**config.mk**
```make
export PLATFORM = sky130hd
export DESIGN_NAME = piso_serial_tx
export DESIGN_NICKNAME = d
export VERILOG_FILES = /design/src/rtl/piso_serial_tx.sv
export SDC_FILE = /design/constraint.sdc
export NUM_CORES = 1
export LEC_CHECK = 0
export BUFFER_PORTS_ARGS = -buffer_cell sky130_fd_sc_hd__buf_2
export CORE_MARGIN = 2
export CORE_UTILIZATION = 51
export CTS_BUF_LIST = sky130_fd_sc_hd__clkbuf_16
export DETAILED_ROUTE_END_ITERATION = 6
export PLACE_DENSITY = 0.76
export SYNTH_ARGS = -nofsm -noshare
export SYNTH_HDL_FRONTEND = slang
export SYNTH_SLANG_ARGS = --single-unit
export TNS_END_PERCENT = 20
```
**constraint.sdc**
```tcl
create_clock -name clk -period 1.7 [get_ports clk]
set_input_delay 0.425 -clock clk [delete_from_list [all_inputs] [get_ports clk]]
set_output_delay 0.425 -clock clk [all_outputs]
set_load 0.02 [all_outputs]
```
**src/rtl/piso_serial_tx.sv**
```systemverilog
// Parallel-in/serial-out transmitter: valid/ready word intake, one bit per clock on a q/qn line.
// Define PISO_PARITY_EN to append an even-parity bit after the data word.
module piso_serial_tx #(
  parameter int   WIDTH      = 8,
  parameter int   LSB_FIRST  = 1,
  parameter logic IDLE_LEVEL = 1'b1
) (
  input  logic             clk,
  input  logic             clr,
  input  logic [WIDTH-1:0] din,
  input  logic             din_valid,
  output logic             din_ready,
  output logic             sd,
  output logic             sd_n,
  output logic             sd_valid,
  output logic             busy,
  output logic             done
);

  localparam int CW = $clog2(WIDTH + 1);

  typedef enum logic [1:0] {
    ST_IDLE  = 2'd0,
`ifdef PISO_PARITY_EN
    ST_PAR   = 2'd2,
`endif
    ST_SHIFT = 2'd1
  } state_t;

  state_t           r_state;
  logic [WIDTH-1:0] r_shift;
  logic [CW-1:0]    r_cnt;
  logic             r_sd;
  logic             r_sd_n;
  logic             r_sd_valid;
  logic             r_busy;
  logic             r_done;
  logic             r_ready;
`ifdef PISO_PARITY_EN
  logic             r_par;
`endif

  function automatic logic first_bit(input logic [WIDTH-1:0] w);
    first_bit = (LSB_FIRST != 0) ? w[0] : w[WIDTH-1];
  endfunction

  // The shift register always presents the next bit to send at the outgoing end.
  function automatic logic [WIDTH-1:0] advance(input logic [WIDTH-1:0] w);
    advance = (LSB_FIRST != 0) ? {1'b0, w[WIDTH-1:1]} : {w[WIDTH-2:0], 1'b0};
  endfunction

`ifdef PISO_PARITY_EN
  function automatic logic even_parity(input logic [WIDTH-1:0] w);
    even_parity = ^w;
  endfunction
`endif

  // Frame sequencer; every output is registered and clr aborts any frame in flight.
  always_ff @(posedge clk) begin
    if (clr) begin
      r_state    <= ST_IDLE;
      r_shift    <= '0;
      r_cnt      <= '0;
      r_sd       <= IDLE_LEVEL;
      r_sd_n     <= ~IDLE_LEVEL;
      r_sd_valid <= 1'b0;
      r_busy     <= 1'b0;
      r_done     <= 1'b0;
      r_ready    <= 1'b1;
`ifdef PISO_PARITY_EN
      r_par      <= 1'b0;
`endif
    end else begin
      case (r_state)
        ST_IDLE: begin
          r_done <= 1'b0;
          if (din_valid && r_ready) begin
            r_state    <= ST_SHIFT;
            r_shift    <= advance(din);
            r_cnt      <= CW'(1);
            r_sd       <= first_bit(din);
            r_sd_n     <= ~first_bit(din);
            r_sd_valid <= 1'b1;
            r_busy     <= 1'b1;
            r_ready    <= 1'b0;
`ifdef PISO_PARITY_EN
            r_par      <= even_parity(din);
`endif
          end else begin
            r_sd       <= IDLE_LEVEL;
            r_sd_n     <= ~IDLE_LEVEL;
            r_sd_valid <= 1'b0;
            r_busy     <= 1'b0;
            r_ready    <= 1'b1;
          end
        end
        ST_SHIFT: begin
          if (r_cnt == CW'(WIDTH)) begin
`ifdef PISO_PARITY_EN
            r_state <= ST_PAR;
            r_cnt   <= '0;
            r_sd    <= r_par;
            r_sd_n  <= ~r_par;
`else
            r_state    <= ST_IDLE;
            r_cnt      <= '0;
            r_sd       <= IDLE_LEVEL;
            r_sd_n     <= ~IDLE_LEVEL;
            r_sd_valid <= 1'b0;
            r_busy     <= 1'b0;
            r_done     <= 1'b1;
            r_ready    <= 1'b1;
`endif
          end else begin
            r_cnt   <= r_cnt + CW'(1);
            r_sd    <= first_bit(r_shift);
            r_sd_n  <= ~first_bit(r_shift);
            r_shift <= advance(r_shift);
          end
        end
`ifdef PISO_PARITY_EN
        ST_PAR: begin
          r_state    <= ST_IDLE;
          r_cnt      <= '0;
          r_sd       <= IDLE_LEVEL;
          r_sd_n     <= ~IDLE_LEVEL;
          r_sd_valid <= 1'b0;
          r_busy     <= 1'b0;
          r_done     <= 1'b1;
          r_ready    <= 1'b1;
        end
`endif
        default: begin
          r_state    <= ST_IDLE;
          r_shift    <= '0;
          r_cnt      <= '0;
          r_sd       <= IDLE_LEVEL;
          r_sd_n     <= ~IDLE_LEVEL;
          r_sd_valid <= 1'b0;
          r_busy     <= 1'b0;
          r_done     <= 1'b0;
          r_ready    <= 1'b1;
        end
      endcase
    end
  end

  assign din_ready = r_ready;
  assign sd        = r_sd;
  assign sd_n      = r_sd_n;
  assign sd_valid  = r_sd_valid;
  assign busy      = r_busy;
  assign done      = r_done;

endmodule

```
-- Word-level counts from Yosys, hierarchy flattened
Cells that the tools add are included.
- add/subtract/negate cells: 1
- multipliers: 0
- div/mod/pow operators: 0
- order comparisons: 0
- equal/unequal tests: 5
- shift-type cells: 0
- mux-type cells: 21
- bitwise gates (word level): 3
- reductions and logical operators: 5
- operators by type and width (operator ; count):
    $mux W8 ; 2
    $pmux W8 S2 ; 1
    $mux W1 ; 8
    $mux W4 ; 2
    $pmux W1 S2 ; 4
    $pmux W4 S2 ; 1
    $ne A2 B2 Y1 const B ; 3
    $add A4 B1 Y4 const B ; 1
    $eq A4 B4 Y1 const B ; 1
    $mux W2 ; 2
    $pmux W2 S2 ; 1
    $reduce_and A2 Y1 ; 2
    $not A1 Y1 ; 3
    $eq A2 B1 Y1 const B ; 1
    $logic_not A2 Y1 ; 1
    $reduce_or A2 Y1 ; 1
    $logic_and A1 B1 Y1 ; 1
- flip-flop bits (word level): 19
- latch bits: 0
- memory bits (writable): 0
- bits in read-only memories: 0
- word-level logic and storage cells: 43
- memories kept: 0

-- Logic depth before layout (Yosys ltp)
Gate-level depths: netlist (run 1).
- word-level depth: 3
- mapped depth: 6

-- Worst setup path before layout (run 1)
OpenSTA, ideal clock, no wires.
- path kind: flip-flop to flip-flop
- start point: register r_cnt[0]
- end point: register r_cnt[2]
- library setup time: 70 ps
- arrival time: 1245 ps
- data required time: 1630 ps
- slack: 385 ps
- cell stages (with the launch flop): 6
- path buffers: 0
- period minus slack after synthesis: 1315 ps
- path through: dfxtp_1 -> inv_1 -> ha_1 -> and3b_4 -> or3_1 -> a21oi_1
- longest elaborated chain between the ends: 3
- elaborated cells between the ends (all ways): 4
- those cells by class: 1 x add/sub; 1 x eq/ne; 2 x mux
- ends and longest elaborated chain (what ; RTL line ; RTL):
    from (decl) ; 32 ; logic [CW-1:0] r_cnt;
    from (signal assigned) ; 115 ; r_cnt <= r_cnt + CW'(1);
    $add A4 B1 Y4 or $eq A4 B4 Y1 (tied branches) ; 115, 98 ;
    $mux W4 (*) ; 98 ; if (r_cnt == CW'(WIDTH)) begin
    $pmux W4 S2 (*) ; 74 ; case (r_state)
Mark *: on every way between the ends. The rest lies on a longest branch, timed or not.
A chain may end at the register's enable or synchronous reset.

-- Final worst setup path (run 1)
- start point: register r_cnt[0]
- end point: register r_shift[6]
- longest elaborated chain between the ends: 3
- ends and longest elaborated chain (what ; RTL line ; RTL):
    $eq A4 B4 Y1 ; 98 ;
    $ne A2 B2 Y1 (no source line) ; n/a ;
    $reduce_and A2 Y1 (no source line) ; n/a ;
    to (signal assigned) ; 79 ; r_shift <= advance(din);
    to (signal assigned) ; 118 ; r_shift <= advance(r_shift);
    to (decl) ; 31 ; logic [WIDTH-1:0] r_shift;
No other way between the ends.

==> results of run 1 <==
-- state kept, by name, indices dropped and copies added (netlist names) --
name	cells
r_state	1
sd	1
din_ready	1
r_cnt	4
sd_n	1
done	1
busy	1
r_shift	7
-- power by group --
part | leakage [nW] | switching, mW | internal [mW]
clock network | 0.0409 | 0.151 | 0.314
registers | 0.140 | 0.0224 | 0.429
logic | 0.242 | 0.0746 | 0.0627
-- synth_stat cells, types with 2 or more instances --
| cell | n |
|---|---|
| o21ai_0 | 3 |
| mux2i_1 | 6 |
| buf_4 | 3 |
| nand2_1 | 4 |
| ha_1 | 2 |
| dfxtp_1 | 17 |
| a21oi_1 | 8 |
| inv_1 | 5 |
| nor2_1 | 4 |
| buf_2 | 2 |
| a311oi_1 | 6 |
-- per-layer routing --
| metal | wire length, µm | GRT usage | vias to the layer above |
|---|---|---|---|
| met5 | 0 | 0 | - |
| met4 | 0 | 0.0545 | 0 |
| met3 | 81 | 0.0383 | 0 |
| met2 | 781 | 0.299 | 22 |
| met1 | 728 | 0.261 | 315 |
| li1 | - | - | 328 |
-- logic make-up (layout without fill, tap and decap cells) --
kind of cell / after synthesis / after routing / synth area share
AO/OA/AOI/OAI: 24 / 24 / 0.215
AND/OR/NAND/NOR: 21 / 21 / 0.160
flip-flops: 17 / 17 / 0.436
buffers and inverters: 11 / 28 / 0.0801
multiplexers: 6 / 6 / 0.0769
adder cells (fa/ha/maj): 2 / 2 / 0.0320
-- worst paths after layout --
kind | cells past startpoint | to | start | slack, ps
worst max-delay path | 6 | r_shift[6] | r_cnt[0] | 250
worst min-delay path | 4 | sd_n | din[0] | 490
worst max register to register | 6 | r_shift[6] | r_cnt[0] | 250
worst min register to register | 2 | busy | busy | 500
-- critical path: cells and delay by family, from the launching register on --
family / cells / cell delay, ps
and+or+nand+nor: 2 / 200
buffers and inverters: 2 / 270
DFF: 1 / 380
adders and majority gates: 1 / 230
AOI/OAI and AO/OA: 1 / 270
-- layout make-up --
class	instances	area share
clock buffer	3	0.0799
clock inverter	1	0.00533
inverter	5	0.0200
multi-input combinational	53	0.402
sequential	17	0.362
tap	16	0.0213
timing repair buffer	19	0.109
-- stage by stage --
stage / setup slack [ps] / hold slack, ps / util / area (µm²) / power, mW
3_3_place_gp: 346 / 485 / 0.584 / 860 / 0.589
3_5_place_dp: 276 / 495 / 0.584 / 860 / 0.595
2_1_floorplan: 385 / 469 / - / 781 / 0.559
6_report: 249 / 491 / 0.639 / 940 / 1.05
5_1_grt: 151 / 530 / 0.639 / 940 / 1.09
4_1_cts: 261 / 492 / 0.639 / 940 / 1.05
-- placed cells by master (no fill, tap or decap) --
master     count
a21o_2         1
a21oi_1        8
a22oi_1        1
a2bb2oi_1      1
a311oi_1       6
a31oi_1        1
a32o_1         1
and2b_1        1
and3_1         1
and3b_1        1
and3b_4        1
buf_2         16
buf_4          3
clkbuf_16      3
clkinv_2       1
dfxtp_1       17
ha_1           2
inv_1          5
mux2i_1        6
nand2_1        4
nand2b_1       1
nand3_1        1
nand4b_1       1
nor2_1         4
nor2b_1        1
nor3_1         1
nor3b_1        1
o2111ai_1      1
o211a_1        1
o21ai_0        3
or2_2          1
or3_1          1
or3b_1         1
==> qor.yml, run 1 <==
outcome:
  status: "complete, no violations"
worst_setup_path:
  worst_path_largest_cell_delay_ps: 380
  critPathKind: "register to register"
  cp_data_arrival_time_ps: 1590
  end_kind: "register"
  start_kind: "register"
  cp_max_fo: 13
  worstPathRequired_ps: 1840
  path_cells: "inv_1 -> ha_1 -> nand4b_1 -> buf_4 -> nand2_1 -> a32o_1"
  crit_slowest_cell: "dfxtp_1"
clock_tree:
  cts_hold_buffers: 0
  clockBufferDepth: 2
  cts-resized-gates: 0
  clk_pin_slew_ps: 50
  cts_tree: "yes"
  clk_latency_ps: 240
  cts_root_buf: "clkbuf_16"
  htree_levels: 1
  clock-sinks: 17
  cts_made_buffers: 3
  post_cts_buffers: 0
sta:
  finClkSkew_ps: 0.666
  timing_hold_violations_final: 0
  period_needed_ps: 1450
  finalCritPeriodShare: 0.854
  fmax_ghz: 0.689
  worst_pin_slew_ps: 332
  rsz0062_at_grt: "false"
  relSlewSlack: 0.778
  fin_tns_setup_ps: 0
  final_max_slew_viol_count: 0
  setup_viol: 0
layout:
  drive_gt1_frac: 0.265
  seq_area_um2: 340
  stdcell_count: 114
  multi_input_area_um2: 378
  fillCellCount: 120
  antenna_cells: 0
  final_nets: 112
  syn_to_final_growth_pct: 20.4
yosys:
  synth.largest_area_cell: "dfxtp_1"
  synth_nets: 94
  ys.flop_type: "dfxtp_1"
  ys_seq_elements: 17
  avgSynthCellArea_um2: 9.64
  yosysWarningCount: 0
  syn_inst: 81
  yosysSeqAreaShare: 0.436
  yosys.area.top_type_share: 0.436
  synthArstFlopShare: 0
  yosys-top-cells-area: "dfxtp_1, mux2i_1, a311oi_1, a21oi_1, ha_1"
  yosysUniqueCellTypes: 32
  synth_edf_count: 0
  syn_area_um2: 781
floorplanning:
  die_w_um: 43.1
  rows: 14
  coreArea_mm2: 0.00147
  die_y_um: 43.1
  ios: 17
  start_util: 0.531
  die_area_mm2: 0.00186
detailed_routing:
  wl_um: 1590
  drt_iter0_drc: 17
  post_drt_via_cell_ratio: 5.83
  drcViolationCount: 0
  vias: 665
  wl_per_cell_um: 14.0
  final_antenna_net_count: 0
  dr.pass1.iters: 4
placed_design:
  port_buffers: 16
  place_inst: 110
  place_congestion: 0.810
  post-dp-hpwl_um: 1100
global_routing:
  track_usage: 0.190
  grt_pass1_vias: 589
  grt_max_degree: 16
  antenna_found_initial: 0
  overflow: 0
  grt_pass1_wl_um: 2710
job:
  maxCapViolations: 0
power_and_ir_drop:
  ir_drop_uv: 601
  leakage_nw: 0.423
  power.density_mw_per_mm2: 1120
worst_hold_path:
  hold_path.class: "input port to register"
Note: power is estimated with default switching activity, not from simulation.
==> inputs of run 2 (changes only) <==
Settings changed: GPL_TIMING_DRIVEN set to 0, SKIP_CTS_REPAIR_TIMING set to 1.
==> qor.yml, run 2 (synthesized netlist as in run 1, its figures left out) <==
floorplanning:
  die_y_um: 43.1  # unchanged
  coreArea_mm2: 0.00147  # unchanged
  die_area_mm2: 0.00186  # unchanged
  rows: 14  # unchanged
  die_w_um: 43.1  # unchanged
  ios: 17  # unchanged
  start_util: 0.531  # unchanged
power_and_ir_drop:
  leakage_nw: 0.438  # +3.6%
  ir_drop_uv: 766  # +27%
  power.total_mw: 1.06  # +0.34%
  power.density_mw_per_mm2: 1100  # -1.8%
global_routing:
  overflow: 0  # unchanged
  antenna_found_initial: 0  # unchanged
  grt_pass1_wl_um: 2640  # -2.5%
  track_usage: 0.191  # +0.00191
  grt_pass1_vias: 608  # +3.2%
  grt_max_degree: 11  # -5
detailed_routing:
  post_drt_via_cell_ratio: 5.67  # -2.9%
  dr.pass1.iters: 4  # unchanged
  drt_iter0_drc: 13  # -4
  wl_um: 1600  # +0.69%
  final_antenna_net_count: 0  # unchanged
  drcViolationCount: 0  # unchanged
  vias: 663  # -0.30%
  wl_per_cell_um: 13.7  # -1.9%
sta:
  final_max_slew_viol_count: 0  # unchanged
  fin_tns_setup_ps: 0  # unchanged
  rsz0062_at_grt: "false"
  relSlewSlack: 0.775  # -0.00319
  fmax_ghz: 0.685  # -0.57%
  period_needed_ps: 1460  # +8.39 ps
  timing_hold_violations_final: 0  # unchanged
  finClkSkew_ps: 3.33  # +2.67 ps
  finalCritPeriodShare: 0.859  # +0.00493
  setup_viol: 0  # unchanged
  worst_pin_slew_ps: 337  # +4.79 ps
clock_tree:
  clockBufferDepth: 2  # unchanged
  clk_latency_ps: 250  # about the same
  cts_root_buf: "clkbuf_16"
  htree_levels: 1  # unchanged
  cts_tree: "yes"
  cts_made_buffers: 3  # unchanged
  clock-sinks: 17  # unchanged
  clk_pin_slew_ps: 50  # about the same
placed_design:
  port_buffers: 16  # unchanged
  post-dp-hpwl_um: 1130  # +2.8%
  place_congestion: 0.735  # -9.2%
layout:
  drive_gt1_frac: 0.277  # +0.0119
  largestRegisters: "r_shift: 7 flops, r_cnt: 4 flops"
  syn_to_final_growth_pct: 22.9
  final_nets: 115  # +2.7%
  top_register: "r_shift"
  largest_register_ffs: 7  # unchanged
  antenna_cells: 0  # unchanged
  layout_common_cells: "buf_2, dfxtp_1, a21oi_1"
  final_common_cell: "buf_2"
  fillCellCount: 127  # +5.8%
worst_setup_path:
  cp_top_family: "flip-flops"
  reg2reg_from: "r_cnt[0]"
  path_depth: 6  # unchanged
  cp_max_fo: 10  # -3
  crit_slowest_cell: "dfxtp_1"
  worst-path-buf-inv: 2  # unchanged
  reg2regPathDepth: 6  # unchanged
  path_cells: "inv_1 -> ha_1 -> nand4b_1 -> buf_4 -> a21oi_1 -> a311oi_1"
  crit_start: "r_cnt[0]"
  start_kind: "register"
  worst_path_largest_cell_delay_ps: 370  # about the same
  cp_data_arrival_time_ps: 1620  # +30 ps
  worstPathRequired_ps: 1860  # +20 ps
  end_kind: "register"
  critPathKind: "register to register"
worst_hold_path:
  hold_depth: 2  # -2
  min-delay-start: "clr"
  hold_path.class: "input port to register"
outcome:
  status: "complete, no violations"
job:
  maxCapViolations: 0  # unchanged
-- run 2: changes by cell type in the layout (fill, tap and decap cells not counted) --
cell      delta
buf_2        +2
buf_6        +1
clkinv_2     -1
inv_1        +1
-- run 2: layout make-up --
type	count	area (µm²)	area share
Multi-Input combinational cell	53	378	0.394
Sequential cell	17	340	0.355
Timing Repair Buffer	16	80.1	0.0834
Clock buffer	3	75.1	0.0782
Buffer	6	43.8	0.0456
Tap cell	16	20.0	0.0209
Inverter	5	18.8	0.0196
Clock inverter	1	3.75	0.00391
-- run 2: worst paths after layout --
kind                endpoint  slack, ps
hold / removal    r_shift[1]        420
hold reg to reg   r_shift[6]        500
setup reg to reg  r_shift[4]        240
setup / recovery  r_shift[4]        240
-- run 2: per-stage QoR --
step                worst slack, ps  cell area [µm²]  std cells  utilization  hold WS [ps]
finish                          240              960        117        0.652           424
detailed placement              248              881        113        0.599           487
CTS                             231              960        117        0.652           424
global route                   90.2              960        117        0.652           452
global placement                286              881        113        0.599           480
floorplan                       385              781         81            -           469
-- run 2: routing by layer --
| metal | routed length [µm] | part of all wire | track usage | up-vias |
|---|---|---|---|---|
| met4 | 15 | 0.0094 | 0.0909 | 0 |
| met5 | 0 | 0 | 0 | - |
| met3 | 95 | 0.059 | 0.0468 | 4 |
| met2 | 744 | 0.46 | 0.299 | 23 |
| li1 | - | - | - | 333 |
| met1 | 746 | 0.47 | 0.245 | 303 |
-- run 2: power breakdown --
group	total, mW	switching, mW	internal (mW)
Combinational	0.147	0.0787	0.0684
Sequential	0.447	0.0175	0.430
Clock	0.463	0.151	0.312
Total	1.06	0.247	0.810
